<file path="src/rtl/pht_update_scheduler.sv">
// Pattern-history-table port scheduler: arbitrates decode lookups against queued EX
// feedback updates (read-modify-write). Optional gshare indexing via PHT_SCHED_GSHARE_EN.
module pht_update_scheduler #(
  parameter int INDEX_BITS = 8,
  parameter int FIFO_DEPTH = 4,
  parameter int ADDR_WIDTH = 32
) (
  input  logic                  clk,
  input  logic                  rst,
  input  logic                  i_req_valid,
  input  logic [ADDR_WIDTH-1:0] i_req_pc,
  output logic                  o_req_stall,
  output logic                  o_pred_valid,
  output logic                  o_pred_taken,
  input  logic                  i_fb_valid,
  input  logic [ADDR_WIDTH-1:0] i_fb_pc,
  input  logic                  i_fb_outcome,
  output logic                  o_fb_full,
  output logic [7:0]            o_drop_count,
  output logic                  o_pht_en,
  output logic                  o_pht_we,
  output logic [INDEX_BITS-1:0] o_pht_addr,
  output logic [1:0]            o_pht_wdata,
  input  logic [1:0]            i_pht_rdata
);

  localparam int PTR_BITS = $clog2(FIFO_DEPTH);
  localparam int ENT_BITS = INDEX_BITS + 1;
  localparam logic [PTR_BITS:0] FULL_COUNT = (PTR_BITS+1)'(FIFO_DEPTH);

  typedef enum logic [1:0] {IDLE = 2'd0, RD_WAIT = 2'd1, WR_PEND = 2'd2} state_t;

  state_t                state, next_state;
  logic [ENT_BITS-1:0]   fifo_mem [FIFO_DEPTH];
  logic [PTR_BITS-1:0]   wr_ptr, rd_ptr;
  logic [PTR_BITS:0]     count;
  logic [1:0]            held;
  logic [7:0]            drop_count;
  logic                  pred_valid;

  logic [INDEX_BITS-1:0] req_index, fb_index, head_index;
  logic                  head_outcome;
  logic                  empty, full, fsm_needs, lookup_grant, fsm_grant;
  logic                  push, pop, drop;
  logic [1:0]            new_val;
  logic                  pht_en, pht_we;
  logic [INDEX_BITS-1:0] pht_addr;
  logic [1:0]            pht_wdata;
  logic                  unused_pc_bits;

  function automatic logic [1:0] sat_update(input logic [1:0] ctr, input logic taken);
    if (taken) begin
      return (ctr == 2'b11) ? 2'b11 : ctr + 2'b01;
    end else begin
      return (ctr == 2'b00) ? 2'b00 : ctr - 2'b01;
    end
  endfunction

`ifdef PHT_SCHED_GSHARE_EN
  logic [INDEX_BITS-1:0] ghr;

  // Global history shifts in each accepted outcome; indices use the pre-shift value
  always_ff @(posedge clk or posedge rst) begin
    if (rst) begin
      ghr <= '0;
    end else if (push) begin
      ghr <= {ghr[INDEX_BITS-2:0], i_fb_outcome};
    end else begin
      ghr <= ghr;
    end
  end

  assign req_index = i_req_pc[INDEX_BITS+1:2] ^ ghr;
  assign fb_index  = i_fb_pc[INDEX_BITS+1:2] ^ ghr;
`else
  assign req_index = i_req_pc[INDEX_BITS+1:2];
  assign fb_index  = i_fb_pc[INDEX_BITS+1:2];
`endif

  assign unused_pc_bits = ^{i_req_pc[ADDR_WIDTH-1:INDEX_BITS+2], i_req_pc[1:0],
                            i_fb_pc[ADDR_WIDTH-1:INDEX_BITS+2], i_fb_pc[1:0]};

  assign head_index   = fifo_mem[rd_ptr][ENT_BITS-1:1];
  assign head_outcome = fifo_mem[rd_ptr][0];
  assign empty        = (count == '0);
  assign full         = (count == FULL_COUNT);

  // A full queue forces the update engine onto the port ahead of lookups
  assign fsm_needs    = (state != IDLE) || !empty;
  assign lookup_grant = i_req_valid && !(full && fsm_needs);
  assign fsm_grant    = fsm_needs && !lookup_grant;
  assign pop          = fsm_grant && ((state == RD_WAIT) || (state == WR_PEND));
  assign push         = i_fb_valid && (!full || pop);
  assign drop         = i_fb_valid && !push;
  assign new_val      = sat_update(i_pht_rdata, head_outcome);

  // FSM state register
  always_ff @(posedge clk or posedge rst) begin
    if (rst) begin
      state <= IDLE;
    end else begin
      state <= next_state;
    end
  end

  // FSM next-state logic
  always_comb begin
    next_state = IDLE;
    case (state)
      IDLE:    next_state = fsm_grant ? RD_WAIT : IDLE;
      RD_WAIT: next_state = fsm_grant ? IDLE : WR_PEND;
      WR_PEND: next_state = fsm_grant ? IDLE : WR_PEND;
      default: next_state = IDLE;
    endcase
  end

  // PHT port drive: lookup, or the FSM's read / write of the queue head
  always_comb begin
    pht_en    = 1'b0;
    pht_we    = 1'b0;
    pht_addr  = '0;
    pht_wdata = 2'b00;
    if (lookup_grant) begin
      pht_en   = 1'b1;
      pht_addr = req_index;
    end else if (fsm_grant) begin
      case (state)
        IDLE: begin
          pht_en   = 1'b1;
          pht_addr = head_index;
        end
        RD_WAIT: begin
          pht_en    = 1'b1;
          pht_we    = 1'b1;
          pht_addr  = head_index;
          pht_wdata = new_val;
        end
        WR_PEND: begin
          pht_en    = 1'b1;
          pht_we    = 1'b1;
          pht_addr  = head_index;
          pht_wdata = held;
        end
        default: begin
          pht_en = 1'b0;
        end
      endcase
    end else begin
      pht_en = 1'b0;
    end
  end

  // Reset masks every port access so an interrupted update never writes
  assign o_pht_en     = pht_en & ~rst;
  assign o_pht_we     = pht_we & ~rst;
  assign o_pht_addr   = rst ? '0 : pht_addr;
  assign o_pht_wdata  = rst ? 2'b00 : pht_wdata;
  assign o_req_stall  = i_req_valid & ~lookup_grant & ~rst;
  assign o_pred_valid = pred_valid;
  assign o_pred_taken = pred_valid & i_pht_rdata[1];
  assign o_fb_full    = full;
  assign o_drop_count = drop_count;

  // Prediction valid trails the granted lookup by one cycle; counter value held for WR_PEND
  always_ff @(posedge clk or posedge rst) begin
    if (rst) begin
      pred_valid <= 1'b0;
      held       <= 2'b00;
    end else begin
      pred_valid <= lookup_grant;
      held       <= (state == RD_WAIT) ? new_val : held;
    end
  end

  // Queue payload storage
  always_ff @(posedge clk) begin
    if (push) begin
      fifo_mem[wr_ptr] <= {fb_index, i_fb_outcome};
    end
  end

  // Queue pointers, occupancy and saturating drop counter
  always_ff @(posedge clk or posedge rst) begin
    if (rst) begin
      wr_ptr     <= '0;
      rd_ptr     <= '0;
      count      <= '0;
      drop_count <= 8'd0;
    end else begin
      wr_ptr <= push ? wr_ptr + PTR_BITS'(1) : wr_ptr;
      rd_ptr <= pop ? rd_ptr + PTR_BITS'(1) : rd_ptr;
      case ({push, pop})
        2'b10:   count <= count + (PTR_BITS+1)'(1);
        2'b01:   count <= count - (PTR_BITS+1)'(1);
        default: count <= count;
      endcase
      if (drop && (drop_count != 8'hFF)) begin
        drop_count <= drop_count + 8'd1;
      end else begin
        drop_count <= drop_count;
      end
    end
  end

endmodule

</file>
<file path="config.mk">
export PLATFORM = sky130hd
export DESIGN_NAME = pht_update_scheduler
export DESIGN_NICKNAME = d
export VERILOG_FILES = /design/src/rtl/pht_update_scheduler.sv
export SDC_FILE = /design/constraint.sdc
export NUM_CORES = 1
export LEC_CHECK = 0
export ABC_AREA = 1
export ABC_CLOCK_PERIOD_IN_PS = 2500
export CAP_MARGIN = 20
export CELL_PAD_IN_SITES_DETAIL_PLACEMENT = 0
export CELL_PAD_IN_SITES_GLOBAL_PLACEMENT = 1
export CORE_UTILIZATION = 34
export DETAILED_ROUTE_END_ITERATION = 10
export PLACE_DENSITY = 0.87
export SKIP_CTS_REPAIR_TIMING = 1
export SLEW_MARGIN = 25
export SYNTH_ARGS = -nofsm -noshare
export SYNTH_HDL_FRONTEND = slang
export SYNTH_SLANG_ARGS = --single-unit
</file>
<file path="constraint.sdc">
create_clock -name clk -period 2.5 [get_ports clk]
set_input_delay 0.25 -clock clk [delete_from_list [all_inputs] [get_ports clk]]
set_output_delay 0.25 -clock clk [all_outputs]
set_load 0.02 [all_outputs]
</file>
# After elaboration in Yosys (flattened, before gate mapping)
# Memory sizes are Yosys's and may differ from the RTL's.
# Cells that the tools add are included.
classes:
  add_sub_neg: 7
  magnitude_cmp: 0
  eq_ne: 7
  bitwise: 7
  n_mul: 0
  n_mux: 23
  n_shift: 0
  div: 0
  reduce_logical: 22
op_table:
  columns: ["cell", "n"]
  rows:
  - ["$mux W8", 4]
  - ["$mux W2", 7]
  - ["$mux W1", 9]
  - ["$add A8 B1 Y8 const B", 1]
  - ["$ne A8 B8 Y1 const B", 1]
  - ["$pmux W2 S2", 2]
  - ["$logic_and A1 B1 Y1", 7]
  - ["$add A2 B1 Y2 const B", 3]
  - ["$eq A2 B2 Y1 const B", 3]
  - ["$pmux W3 S2", 1]
  - ["$and A1 B1 Y1", 5]
  - ["$logic_not A1 Y1", 5]
  - ["$eq A2 B1 Y1 const B", 2]
  - ["$logic_not A2 Y1", 2]
  - ["$reduce_bool A2 Y1", 2]
  - ["$add A3 B1 Y3 const B", 1]
  - ["$eq A3 B3 Y1 const B", 1]
  - ["$logic_not A3 Y1", 1]
  - ["$logic_or A1 B1 Y1", 3]
  - ["$reduce_or A3 Y1", 1]
  - ["$sub A3 B1 Y3 const B", 1]
  - ["$not A1 Y1", 2]
  - ["$reduce_or A2 Y1", 1]
  - ["$sub A2 B1 Y2 const B", 1]
totals:
  ramBits: 36
  n_memories: 1
  latch_bits: 0
  rom_bits: 0
  out_inout_bits: 24
  inputBits: 71
  ff_bits: 20
memory_table:
  columns: ["name", "depth", "word_bits", "rd", "rd_ports_with_merged_regs", "wr", "line", "text"]
  rows:
  - ["fifo_mem", 4, 9, 1, 0, 1, "34", "logic [ENT_BITS-1:0] fifo_mem [FIFO_DEPTH];"]

# Longest topological paths before layout
depth:
  depth_word: 14
  mapped_depth: 11

# Least setup slack after synthesis
# OpenSTA, ideal clock, no wires.
synth_path:
  path_type: "register to register"
  startpoint: "reg state[0]"
  endpoint: "reg count[2]"
  path_stages_with_launch: 10
  setup_ns: 0.131
  setup_slack_ns: 0.375
  n_path_buf: 0
  arrival_ns: 1.994
  period_less_slack_ns: 2.125
  path_cell_list: "dfrtp_1 inv_1 ha_1 o21ai_4 ha_1 inv_1 fa_1 a21oi_1 o21ai_0 xor2_1"
synth_between:
  elab_chain_len: 12
  word_cells_on_any_way: 17
  cone_classes: "eq/ne: 4; mux: 1; reduce/logical: 12"
synth_lines:
  columns: ["element", "line", "text"]
  rows:
  - ["from (decl)", "33", "state_t state, next_state;"]
  - ["from (signal assigned)", "102", "state <= next_state;"]
  - ["$reduce_bool A2 Y1", "89", "assign fsm_needs = (state != IDLE) || !empty;"]
  - ["$logic_or A1 B1 Y1", "89", null]
  - ["$logic_and A1 B1 Y1", "90", "assign lookup_grant = i_req_valid && !(full && fsm_needs);"]
  - ["$logic_not A1 Y1", "90", null]
  - ["$logic_and A1 B1 Y1", "90", null]
  - ["$logic_not A1 Y1", "91", "assign fsm_grant = fsm_needs && !lookup_grant;"]
  - ["$logic_and A1 B1 Y1", "91", null]
  - ["$logic_and A1 B1 Y1 (*)", "92", "assign pop = fsm_grant && ((state == RD_WAIT) || (state == WR_PEND));"]
  - ["$logic_or A1 B1 Y1", "93", "assign push = i_fb_valid && (!full || pop);"]
  - ["$logic_and A1 B1 Y1", "93", null]
  - ["$eq A2 B1 Y1 / $eq A2 B2 Y1 (equally long branches)", "192", "case ({push, pop})"]
  - ["$pmux W3 S2 / $reduce_bool A2 Y1 (equally long branches)", null, null]
  - ["to (signal assigned)", "193", "2'b10: count <= count + (PTR_BITS+1)'(1);"]
  - ["to (signal assigned)", "194", "2'b01: count <= count - (PTR_BITS+1)'(1);"]
  - ["to (signal assigned)", "195", "default: count <= count;"]
  - ["to (decl)", "36", "logic [PTR_BITS:0] count;"]
# Every way passes the cells marked *; elsewhere a longest branch is shown, timed or not.
# A chain may end at the register's enable or synchronous reset.

# Worst setup path after layout
layout_path:
  startpoint: "reg state[0]"
  endpoint: "out o_pht_en"
layout_between:
  elab_chain_len: 10
  word_cells_on_any_way: 15
  cone_classes: "eq/ne: 2; mux: 3; bitwise: 1; reduce/logical: 9"
layout_lines:
  columns: ["element", "line", "text"]
  rows:
  - ["$reduce_bool A2 Y1", "89", null]
  - ["$logic_or A1 B1 Y1", "89", null]
  - ["$logic_and A1 B1 Y1", "90", null]
  - ["$logic_not A1 Y1", "90", null]
  - ["$logic_and A1 B1 Y1", "90", null]
  - ["$logic_not A1 Y1", "91", null]
  - ["$logic_and A1 B1 Y1", "91", null]
  - ["$mux W1", "126", "end else if (fsm_grant) begin"]
  - ["$mux W1 (*)", "123", "if (lookup_grant) begin"]
  - ["$and A1 B1 Y1 (*)", "154", "assign o_pht_en = pht_en & ~rst;"]
  - ["to (decl)", "20", "output logic o_pht_en,"]
# Marks and branches as above.

==> tab_implementation.tex <==
\begin{tabular}{lr}
\hline
Metric & Value \\
\hline
\multicolumn{2}{l}{\textbf{Status}} \\
Run status & complete, no violations \\
\multicolumn{2}{l}{\textbf{Logic synthesis}} \\
Post-Synthesis Mean Instance Area & 8.96 sq um \\
Number of warnings reported in the yosys synthesis log & 0 \\
Sequential-to-total area share from yosys stat & 0.546 \\
Fraction of registers with async set or reset after synthesis & 0.357 \\
Seq cells post-synth & 56 \\
Post-synthesis compound-gate area fraction & 0.0385 \\
Most frequently used flop master after synthesis & sky130\_fd\_sc\_hd\_\_edfxtp\_1 \\
Synthesized-area fraction occupied by and/or/nand/nor cells & 0.241 \\
Xor/xnor cell area share of the yosys netlist & 0.0303 \\
Number of synthesized flops with an enable pin & 36 \\
Share of synthesized area spent on multiplexers & 0 \\
Share of synthesized cell area in full adder, half adder and majority cells & 0.0502 \\
Combined area of all synthesized cells & 2890 sq um \\
Syn\_nets & 405 \\
Netlist cell types & 25 \\
Largest family of logic cells by synthesized area & simple AND/OR/NAND/NOR gates \\
Syn Inst Count & 323 \\
\multicolumn{2}{l}{\textbf{Finish}} \\
Non-filler instance count after layout & 488 \\
Fillers & 797 \\
Post-layout utilization of the core & 0.446 \\
Area growth from synthesis to layout & 26.5\% \\
Multi-input combinational cell area & 1040 sq um \\
Register Area & 1580 sq um \\
\# nets final & 464 \\
Diode insertion count for antenna repair & 0 \\
Proportion of layout cells with a drive suffix above 1 & 0.0836 \\
Fin area & 3660 sq um \\
\multicolumn{2}{l}{\textbf{CTS}} \\
Buffer depth of the longest clock path & 2 \\
Clk pin slew, worst setup/hold paths & 90 ps \\
Number of H-tree levels & 2 \\
CTS tree & done \\
Sink Count & 56 \\
Cts bufs inserted & 5 \\
Clock Latency Late Sink & 310 ps \\
Root buffer cell & sky130\_fd\_sc\_hd\_\_clkbuf\_8 \\
\multicolumn{2}{l}{\textbf{Drt}} \\
Remaining design rule violation count & 0 \\
Iter 0 DRT Violations & 66 \\
Final routed wirelength across all metal layers & 5750 microns \\
Total iterations of the first detailed-routing run & 4 \\
Post-detailed-route wirelength per cell & 11.8 microns \\
Number of vias in the routed layout & 2,127 \\
Post-DRT Antenna Nets & 0 \\
DR vias/cell & 4.36 \\
\multicolumn{2}{l}{\textbf{Setup path}} \\
Capturing element type of the critical path & output port \\
Type of element launching the critical path & register \\
Flop-to-flop setup slack & 280 ps \\
R2r worst-path depth & 10 \\
Startpoint of the worst-slack reg-to-reg timing path & state[0] \\
Timing endpoint of the critical path & o\_pht\_en \\
Crit Reg-Reg Endpoint & count[2] \\
Biggest fanout along the worst timing path & 3 \\
CP arrival & 2070 ps \\
Endpoint required time on the critical path & 2250 ps \\
Worst setup path startpoint & state[0] \\
Start-to-end type of the worst setup path & register to output port \\
\multicolumn{2}{l}{\textbf{STA}} \\
Crit path setup slack, layout & 176 ps \\
Setup repair after global routing missed its margin & no \\
Slew @ Worst Pin & 313 ps \\
Final setup violation count & 0 \\
Max\_slew headroom & 0.791 \\
Final worst path period need & 2320 ps \\
Worst-case clock skew & 8.86 ps \\
Hold Violations, Final & 0 \\
Pins over their slew limit & 0 \\
Fraction of the cycle the final worst path needs & 0.930 \\
Fmax achieved & 0.430 GHz \\
\multicolumn{2}{l}{\textbf{Floorplanning}} \\
I/O Pins & 95 \\
Die area & 8880 sq um \\
Core Area & 8220 sq um \\
Row count & 33 \\
Starting density of the core & 0.352 \\
Y dimension of the die & 94.3 microns \\
Horizontal extent of the die & 94.3 microns \\
\multicolumn{2}{l}{\textbf{GRT}} \\
Largest net degree at the start of global routing & 20 \\
Final global-route overflow total & 0 \\
GRT Overall Usage & 0.145 \\
Initial antenna violation count & 0 \\
Global-route wire length before repair & 9870 microns \\
Via count of the first global-routing pass & 2,150 \\
\multicolumn{2}{l}{\textbf{Pwr}} \\
VDD IR max & 0.503 mV \\
Switching Share & 0.410 \\
Part of the total power dissipated in sequential elements & 0.390 \\
Net switching power of the design & 0.00146 W \\
Static leakage & 1.83 nW \\
Pwr Density & 977 nW/um\^{}2 \\
Int Power & 0.00211 W \\
Share of power burned in the clock network & 0.139 \\
Combinational Power Share & 0.471 \\
\multicolumn{2}{l}{\textbf{Placement}} \\
Number of I/O port buffers & 46 \\
Pre-CTS WS & 211 ps \\
Count of placed standard cells including taps & 480 \\
Half-perimeter wire length of the detailed placement result & 4220 microns \\
Area of placed instances & 3540 sq um \\
Final GP Congestion & 0.804 \\
\multicolumn{2}{l}{\textbf{Hold path}} \\
Min-Delay Path Class & input pin to asynchronous set/reset pin \\
\multicolumn{2}{l}{\textbf{Job}} \\
Max-cap violations & 0 \\
\hline
\end{tabular}
[cell usage in the layout, fill, tap and decap left out]
master,count
sky130_fd_sc_hd__a21oi_1,14
sky130_fd_sc_hd__xnor2_1,3
sky130_fd_sc_hd__ha_2,1
sky130_fd_sc_hd__nand3b_1,2
sky130_fd_sc_hd__clkdlybuf4s50_1,35
sky130_fd_sc_hd__clkinvlp_4,2
sky130_fd_sc_hd__ha_1,9
sky130_fd_sc_hd__nand3_1,27
sky130_fd_sc_hd__nand2_1,105
sky130_fd_sc_hd__nand2_2,2
sky130_fd_sc_hd__o21ai_0,3
sky130_fd_sc_hd__nor2_1,10
sky130_fd_sc_hd__o21ai_1,2
sky130_fd_sc_hd__nor2_4,4
sky130_fd_sc_hd__clkinv_1,2
sky130_fd_sc_hd__dfrtp_1,20
sky130_fd_sc_hd__nand2_4,3
sky130_fd_sc_hd__nand3_2,1
sky130_fd_sc_hd__edfxtp_1,36
sky130_fd_sc_hd__nor3_1,3
sky130_fd_sc_hd__dlymetal6s2s_1,11
sky130_fd_sc_hd__buf_4,11
sky130_fd_sc_hd__inv_2,1
sky130_fd_sc_hd__clkinv_4,1
sky130_fd_sc_hd__inv_1,61
sky130_fd_sc_hd__clkbuf_8,5
sky130_fd_sc_hd__o21ai_4,1
sky130_fd_sc_hd__xor2_1,7
sky130_fd_sc_hd__fa_1,1
[how the worst min path moves through the flow]
stage | endpoint | slack, ps | startpoint | cells past startpoint
detailed placement | held[1] | 480 | held[1] | 2
global placement | held[0] | 460 | held[0] | 2
floorplan | fifo_mem[0][0] | 350 | i_fb_outcome | 0
global route | state[1] | 400 | rst | 3
CTS | rd_ptr[1] | 360 | rst | 3
finish | state[1] | 360 | rst | 3
[layout make-up]
class	instances	share of cell area
Timing Repair Buffer	57	0.156
Clock inverter	3	0.00649
Multi-Input combinational cell	198	0.285
Sequential cell	56	0.432
Clock buffer	5	0.0188
Tap cell	105	0.0359
Inverter	64	0.0656
[cells by family (layout without fill, tap and decap cells)]
group / after synthesis / after routing
DFF: 56 / 56
adders and majority gates: 11 / 11
and+or+nand+nor: 157 / 157
xor gates and xnor gates: 10 / 10
buffers and inverters: 69 / 129
AOI/OAI and AO/OA: 20 / 20
[worst max-delay path, cell delays in order (launching register included)]
cell and delay (ps):
sky130_fd_sc_hd__dfrtp_1 390, sky130_fd_sc_hd__inv_1 80, sky130_fd_sc_hd__ha_2 200, sky130_fd_sc_hd__nand3_1 130
sky130_fd_sc_hd__nand2_4 80, sky130_fd_sc_hd__o21ai_0 180, sky130_fd_sc_hd__nand2_1 70, sky130_fd_sc_hd__inv_1 60
sky130_fd_sc_hd__clkdlybuf4s50_1 590
[through the flow]
step | total power, W | hold WS (ps) | TNS (ps)
6_report | 0.00358 | 355 | 0
5_1_grt | 0.00389 | 398 | 0
4_1_cts | 0.00362 | 360 | -274
3_5_place_dp | 0.00312 | 479 | 0
3_3_place_gp | 0.00306 | 464 | 0
2_1_floorplan | 0.00255 | 349 | 0
[synth_stat cells, drive strengths merged, types with 3 or more instances]
| master | n | area share |
|---|---|---|
| xor2 | 7 | 0.021 |
| dfrtp | 20 | 0.17 |
| inv | 62 | 0.080 |
| edfxtp | 36 | 0.37 |
| ha | 10 | 0.043 |
| o21ai | 6 | 0.014 |
| nor3 | 3 | 0.0052 |
| nand2 | 110 | 0.15 |
| buf | 4 | 0.0091 |
| xnor2 | 3 | 0.0091 |
| nor2 | 14 | 0.029 |
| nand3 | 28 | 0.050 |
| a21oi | 14 | 0.024 |
[registers in the layout (all words and copies together), names as in the netlist]
name / count
count: 3
fifo_mem: 36
held: 2
o_drop_count: 8
o_pred_valid: 1
rd_ptr: 2
state: 2
wr_ptr: 2
[power by group through the flow]
stage	Combinational [W]	Clock (W)	Sequential (W)
floorplan	0.00113	0	0.00142
detailed placement	0.00171	0	0.00142
finish	0.00169	0.000495	0.00139
CTS	0.00171	0.000509	0.00140
global route	0.00192	0.000545	0.00143
global placement	0.00166	0	0.00140
[layer usage]
metal | part of all wire | up-vias | GRT usage
met5 | 0 | - | 0
met4 | 0.0099 | 0 | 0.0500
met3 | 0.031 | 4 | 0.0178
met2 | 0.51 | 34 | 0.257
met1 | 0.45 | 967 | 0.179
li1 | - | 1122 | -
(Power assumes the default switching activity.)
